File: src/rtl/pipelined_multiplier.sv
// Pipelined WL x WL multiplier with per-request signed/unsigned mode, an opaque tag,
// per-stage valid bits (bubbles collapse) and valid/ready handshakes on both sides.
module pipelined_multiplier #(
    parameter int WL       = 32,
    parameter int PIPE_LVL = 4,
    parameter int TAG_W    = 4
) (
    input  logic                            clk,
    input  logic                            reset,
    input  logic                            in_valid,
    output logic                            in_ready,
    input  logic                            in_signed,
    input  logic [WL-1:0]                   multiplier,
    input  logic [WL-1:0]                   multiplicand,
    input  logic [TAG_W-1:0]                in_tag,
    output logic                            out_valid,
    input  logic                            out_ready,
    output logic [2*WL-1:0]                 product,
    output logic [TAG_W-1:0]                out_tag,
    output logic [$clog2(PIPE_LVL+1)-1:0]   occupancy
);

    localparam int OCC_W = $clog2(PIPE_LVL+1);

    // Handshake: a transfer happens on a rising edge where valid && ready. A producer
    // holds valid and data until it sees ready; ready never waits on valid. in_ready is
    // combinational from out_ready through the stage-advance chain.

    logic [PIPE_LVL-1:0] v;
    logic [PIPE_LVL-1:0] adv;
    logic [PIPE_LVL-1:0] en;
    logic [2*WL-1:0]     prod_q [PIPE_LVL];
    logic [TAG_W-1:0]    tag_q  [PIPE_LVL];

    logic                src_v [PIPE_LVL];
    logic [2*WL-1:0]     src_p [PIPE_LVL];
    logic [TAG_W-1:0]    src_t [PIPE_LVL];

    logic [2*WL-1:0]     ext_a;
    logic [2*WL-1:0]     ext_b;
    logic [2*WL-1:0]     mul_full;
    logic                accept;
    logic                done;

    // Sign-extending both operands to 2*WL makes the truncated product exact in both modes.
    always_comb begin
        ext_a    = {{WL{in_signed & multiplier[WL-1]}}, multiplier};
        ext_b    = {{WL{in_signed & multiplicand[WL-1]}}, multiplicand};
        mul_full = ext_a * ext_b;
    end

    always_comb begin
        adv = '0;
        en  = '0;
        adv[PIPE_LVL-1] = !v[PIPE_LVL-1] || out_ready;
        for (int k = PIPE_LVL-2; k >= 0; k--) begin
            adv[k] = !v[k+1] || adv[k+1];
        end
        // A stage may load when it is empty (bubble) or its content moves on.
        for (int k = 0; k < PIPE_LVL; k++) begin
            en[k] = !v[k] || adv[k];
        end
    end

    always_comb begin
        for (int k = 0; k < PIPE_LVL; k++) begin
            src_v[k] = 1'b0;
            src_p[k] = '0;
            src_t[k] = '0;
        end
        src_v[0] = in_valid;
        src_p[0] = mul_full;
        src_t[0] = in_tag;
        for (int k = 1; k < PIPE_LVL; k++) begin
            src_v[k] = v[k-1];
            src_p[k] = prod_q[k-1];
            src_t[k] = tag_q[k-1];
        end
    end

    assign in_ready  = en[0];
    assign out_valid = v[PIPE_LVL-1];
    assign product   = prod_q[PIPE_LVL-1];
    assign out_tag   = tag_q[PIPE_LVL-1];
    assign accept    = in_valid && in_ready;
    assign done      = out_valid && out_ready;

    always_ff @(posedge clk or posedge reset) begin
        if (reset) begin
            v <= '0;
            for (int k = 0; k < PIPE_LVL; k++) begin
                prod_q[k] <= '0;
                tag_q[k]  <= '0;
            end
        end else begin
            for (int k = 0; k < PIPE_LVL; k++) begin
                if (en[k]) begin
                    v[k] <= src_v[k];
                    if (src_v[k]) begin
                        prod_q[k] <= src_p[k];
                        tag_q[k]  <= src_t[k];
                    end
                end
            end
        end
    end

    always_ff @(posedge clk or posedge reset) begin
        if (reset) begin
            occupancy <= '0;
        end else if (accept && !done) begin
            occupancy <= occupancy + OCC_W'(1);
        end else if (done && !accept) begin
            occupancy <= occupancy - OCC_W'(1);
        end
    end

endmodule

File: config.mk
export PLATFORM = sky130hd
export DESIGN_NAME = pipelined_multiplier
export DESIGN_NICKNAME = d
export VERILOG_FILES = /design/src/rtl/pipelined_multiplier.sv
export SDC_FILE = /design/constraint.sdc
export NUM_CORES = 2
export LEC_CHECK = 0
export BUFFER_PORTS_ARGS = -buffer_cell sky130_fd_sc_hd__buf_2
export CORE_MARGIN = 2
export CORE_UTILIZATION = 65
export CTS_CLUSTER_SIZE = 28
export DETAILED_ROUTE_END_ITERATION = 8
export PLACE_DENSITY = 0.8
export SLEW_MARGIN = 20
export SYNTH_ARGS = -nofsm -noshare
export SYNTH_HDL_FRONTEND = slang
export SYNTH_SLANG_ARGS = --single-unit
File: constraint.sdc
create_clock -name clk -period 15.18 [get_ports clk]
set_clock_uncertainty 0.1 [all_clocks]
set_input_delay 4.554 -clock clk [delete_from_list [all_inputs] [get_ports clk]]
set_output_delay 4.554 -clock clk [all_outputs]
set_load 0.01 [all_outputs]
==> out/results.tsv <==
stage	metric	value	unit
yosys	syn_avg_cell_area	9.905	um2
timing	worst_pin_slew	1.050	ns
timing	setup_viol	0	
timing	max_freq	76.70	MHz
layout	seq_area	0.006982	mm2
yosys	synth.mux.area_fraction	4.792	%
critical_path	cp_max_fo	21	
yosys	ys_types	64	
clock_tree	cts_buffer_depth	3	
critical_path	cp.arrival	13.33	ns
clock_tree	cts_resized	0	
grt	grt_use_total	30.63	%
timing	max_slew_margin	29.95	%
yosys	synthTopCellsByArea	fa_1, dfrtp_1, inv_1	
yosys	post-synth-top-count-cell	fa_1	
floorplanning	io-pin-count	146	
placement	dpl.hpwl	88810	um
yosys	synthTopCellsByCount	fa_1, inv_1, nand2_1, and2_1, dfrtp_1	
yosys	synth-adder-area-share	52.10	%
grt	grt_pass1_wl	187500	um
drt	drtIter0Drc	2035	
grt	grt_overflow_total	0	
timing	setup_tns	0	ns
drt	num_vias	32640	
yosys	synth_compound_area_share	3.222	%
clock_tree	cts_setup_buffers	0	
drt	wl_per_cell	19.34	um
placement	port_buffers	145	
yosys	synth_fp_nets	6297	
layout	fin_area	0.04983	mm2
yosys	synth_xor_area_share	1.340	%
critical_path	worstSetupPathType	primary input to flip-flop	
critical_path	cp.required	15.47	ns
yosys	synthCells	4885	
placement	placed_area	0.04907	mm2
timing	finalHoldViolCount	0	
clock_tree	path_clk_slew	0.07	ns
timing	fin_crit	13.04	ns
floorplanning	num_rows	100	
yosys	synth-simple-area-share	12.69	%
grt	grt_max_degree	146	
clock_tree	clock_sinks	279	
critical_path	worstSetupStartpointType	primary input	
floorplanning	start_util	65.32	%
timing	post-route-period-util	85.89	%
min_path	holdCritPathClass	flip-flop to flip-flop	
layout	nets	6172	
clock_tree	clkLatencyLatePin	0.52	ns
clock_tree	numCtsBuffers	23	
clock_tree	cts_htree_levels	1	
status	status	finished, final reports clean	
yosys	synth_seq_cells	279	
layout	drive_above_1_share	9.108	%
timing	slew_violations	0	
layout	fillerInstances	5636	
floorplanning	die_area	0.07664	mm2
timing	rsz0062_at_grt	false	
floorplanning	die_w	276.8	um
grt	grt_pass1_vias	36760	
clock_tree	cts_tree	done	
yosys	yosys.area.top_type	fa_1	
drt	first_pass_iters	6	
yosys	synth_edf_count	0	
flow_run	maxCapViolations	0	
yosys	async_reset_ff_share	100.0	%
drt	postRouteAntennaNets	0	
floorplanning	core	0.07407	mm2
layout	syn_to_final_growth	2.984	%
yosys	syn_area	0.04839	mm2
critical_path	endpoint_kind	flip-flop	
clock_tree	root_buffer	clkbuf_16	
grt	antenna_found_initial	6	
clock_tree	hold_buffers	0	
yosys	yosysWarnings	0	
drt	wl	111100	um
drt	avgViaCountPerCell	5.679	
yosys	synth_top_family_by_area	adder cells	
floorplanning	die-height	276.8	um
layout	multi_input_area	0.03589	mm2
drt	drcViolationCount	0	
yosys	synth_top_area_share	46.59	%
yosys	ys_seq_area_share	14.43	%
placement	globalplace.congestion	0.9102	
yosys	ys.flop_type	dfrtp_1	
## path summary, 6_finish.rpt
kind                       slack [ns]           end  cells after the start    startpoint
max                              2.14   prod_q[253]                     26     in_signed
min                              0.37  occupancy[2]                      1  occupancy[2]
max reg2reg                     11.78  occupancy[1]                      8          v[3]
min reg2reg                      0.37  occupancy[2]                      1  occupancy[2]
max in group asynchronous        9.52   prod_q[171]                      3         reset
min in group asynchronous        4.14   product[10]                      2         reset
## placed cells by master (no fill, tap or decap), types with 5 or more instances in the layout
| master | synthesis | layout |
|---|---|---|
| o21ai_0 | 72 | 72 |
| nand3_1 | 14 | 14 |
| buf_4 | 64 | 18 |
| inv_1 | 1095 | 1094 |
| nand2b_1 | 12 | 11 |
| o31ai_1 | 5 | 5 |
| a21oi_1 | 53 | 53 |
| nor2b_1 | 5 | 5 |
| mux2_2 | 205 | 205 |
| xnor2_1 | 48 | 48 |
| nand2_1 | 834 | 831 |
| o21bai_1 | 6 | 6 |
| clkbuf_8 | 0 | 5 |
| o21ai_1 | 16 | 16 |
| dfrtp_1 | 279 | 279 |
| nor3_1 | 11 | 11 |
| buf_2 | 3 | 145 |
| ha_1 | 213 | 213 |
| and3_1 | 23 | 23 |
| and2_1 | 351 | 351 |
| fa_1 | 1126 | 1126 |
| clkbuf_16 | 0 | 23 |
| a211oi_1 | 7 | 7 |
| or2_2 | 7 | 7 |
| nor2_1 | 51 | 51 |
| a31oi_1 | 10 | 10 |
| a21o_1 | 29 | 29 |
| clkbuf_1 | 226 | 6 |
| xor2_1 | 26 | 26 |
| o211ai_1 | 6 | 6 |
| nand4_1 | 13 | 13 |
## metal layers
layer	vias up	GRT usage, %	routed length (um)
met4	6	12.44	5241
met5	-	0	37
met2	1299	54.95	58960
met1	17020	37.85	40260
met3	396	3.662	6642
li1	13910	-	-
## per-stage QoR
step                util [%]  instances  setup slack [ns]  hold WS, ns
floorplan                  -       4885             2.832       0.3348
global route           67.27       5747             1.644       0.3864
global placement       66.24       5704             1.835       0.3520
detailed placement     66.24       5704             1.693       0.3542
finish                 67.27       5747             2.142       0.3706
CTS                    67.26       5745             2.189       0.3673
## cell type report
class,instances,area share [%]
clock buffers,34,1.338
well taps,969,2.433
clock inverters,7,0.1758
diodes,2,0.01004
flip-flops and latches,279,14.01
inverters,1095,8.264
multi-input cells,3197,72.02
repair buffers,164,1.750
## cell families (layout without fill, tap and decap cells)
| group | count (synthesis) | in the layout |
|---|---|---|
| AND/OR/NAND/NOR | 1336 | 1336 |
| other | 0 | 2 |
| multiplexers | 206 | 206 |
| AO/OA/AOI/OAI | 242 | 242 |
| XOR/XNOR | 74 | 74 |
| flip-flops | 279 | 279 |
| adder cells (fa/ha/maj) | 1339 | 1339 |
| buffers and inverters | 1409 | 1300 |
## worst max-delay path, cell delays in order
cell,delay (ns)
buf_2,0.41
and2_1,0.63
nand2_1,0.19
inv_1,0.16
fa_1,0.49
fa_1,0.56
fa_1,0.60
inv_1,0.27
fa_1,1.04
inv_1,0.31
fa_1,0.52
fa_1,0.55
inv_1,0.05
fa_1,0.38
fa_1,0.51
inv_1,0.04
ha_1,0.38
a21o_1,0.23
a21o_1,0.18
a21oi_1,0.25
o21ai_0,0.12
a31oi_1,0.25
o21ai_0,0.13
nand2b_1,0.10
a31oi_1,0.09
a211o_1,0.32
## flip-flops by register name, indices dropped and copies added (netlist names)
signal and cells:
prod_q 192, src_t 12, v 4, out_tag 4, product 64, occupancy 3
Power is not shown: default switching activity piles up to over one toggle a cycle in this logic, so the estimate is an artifact.
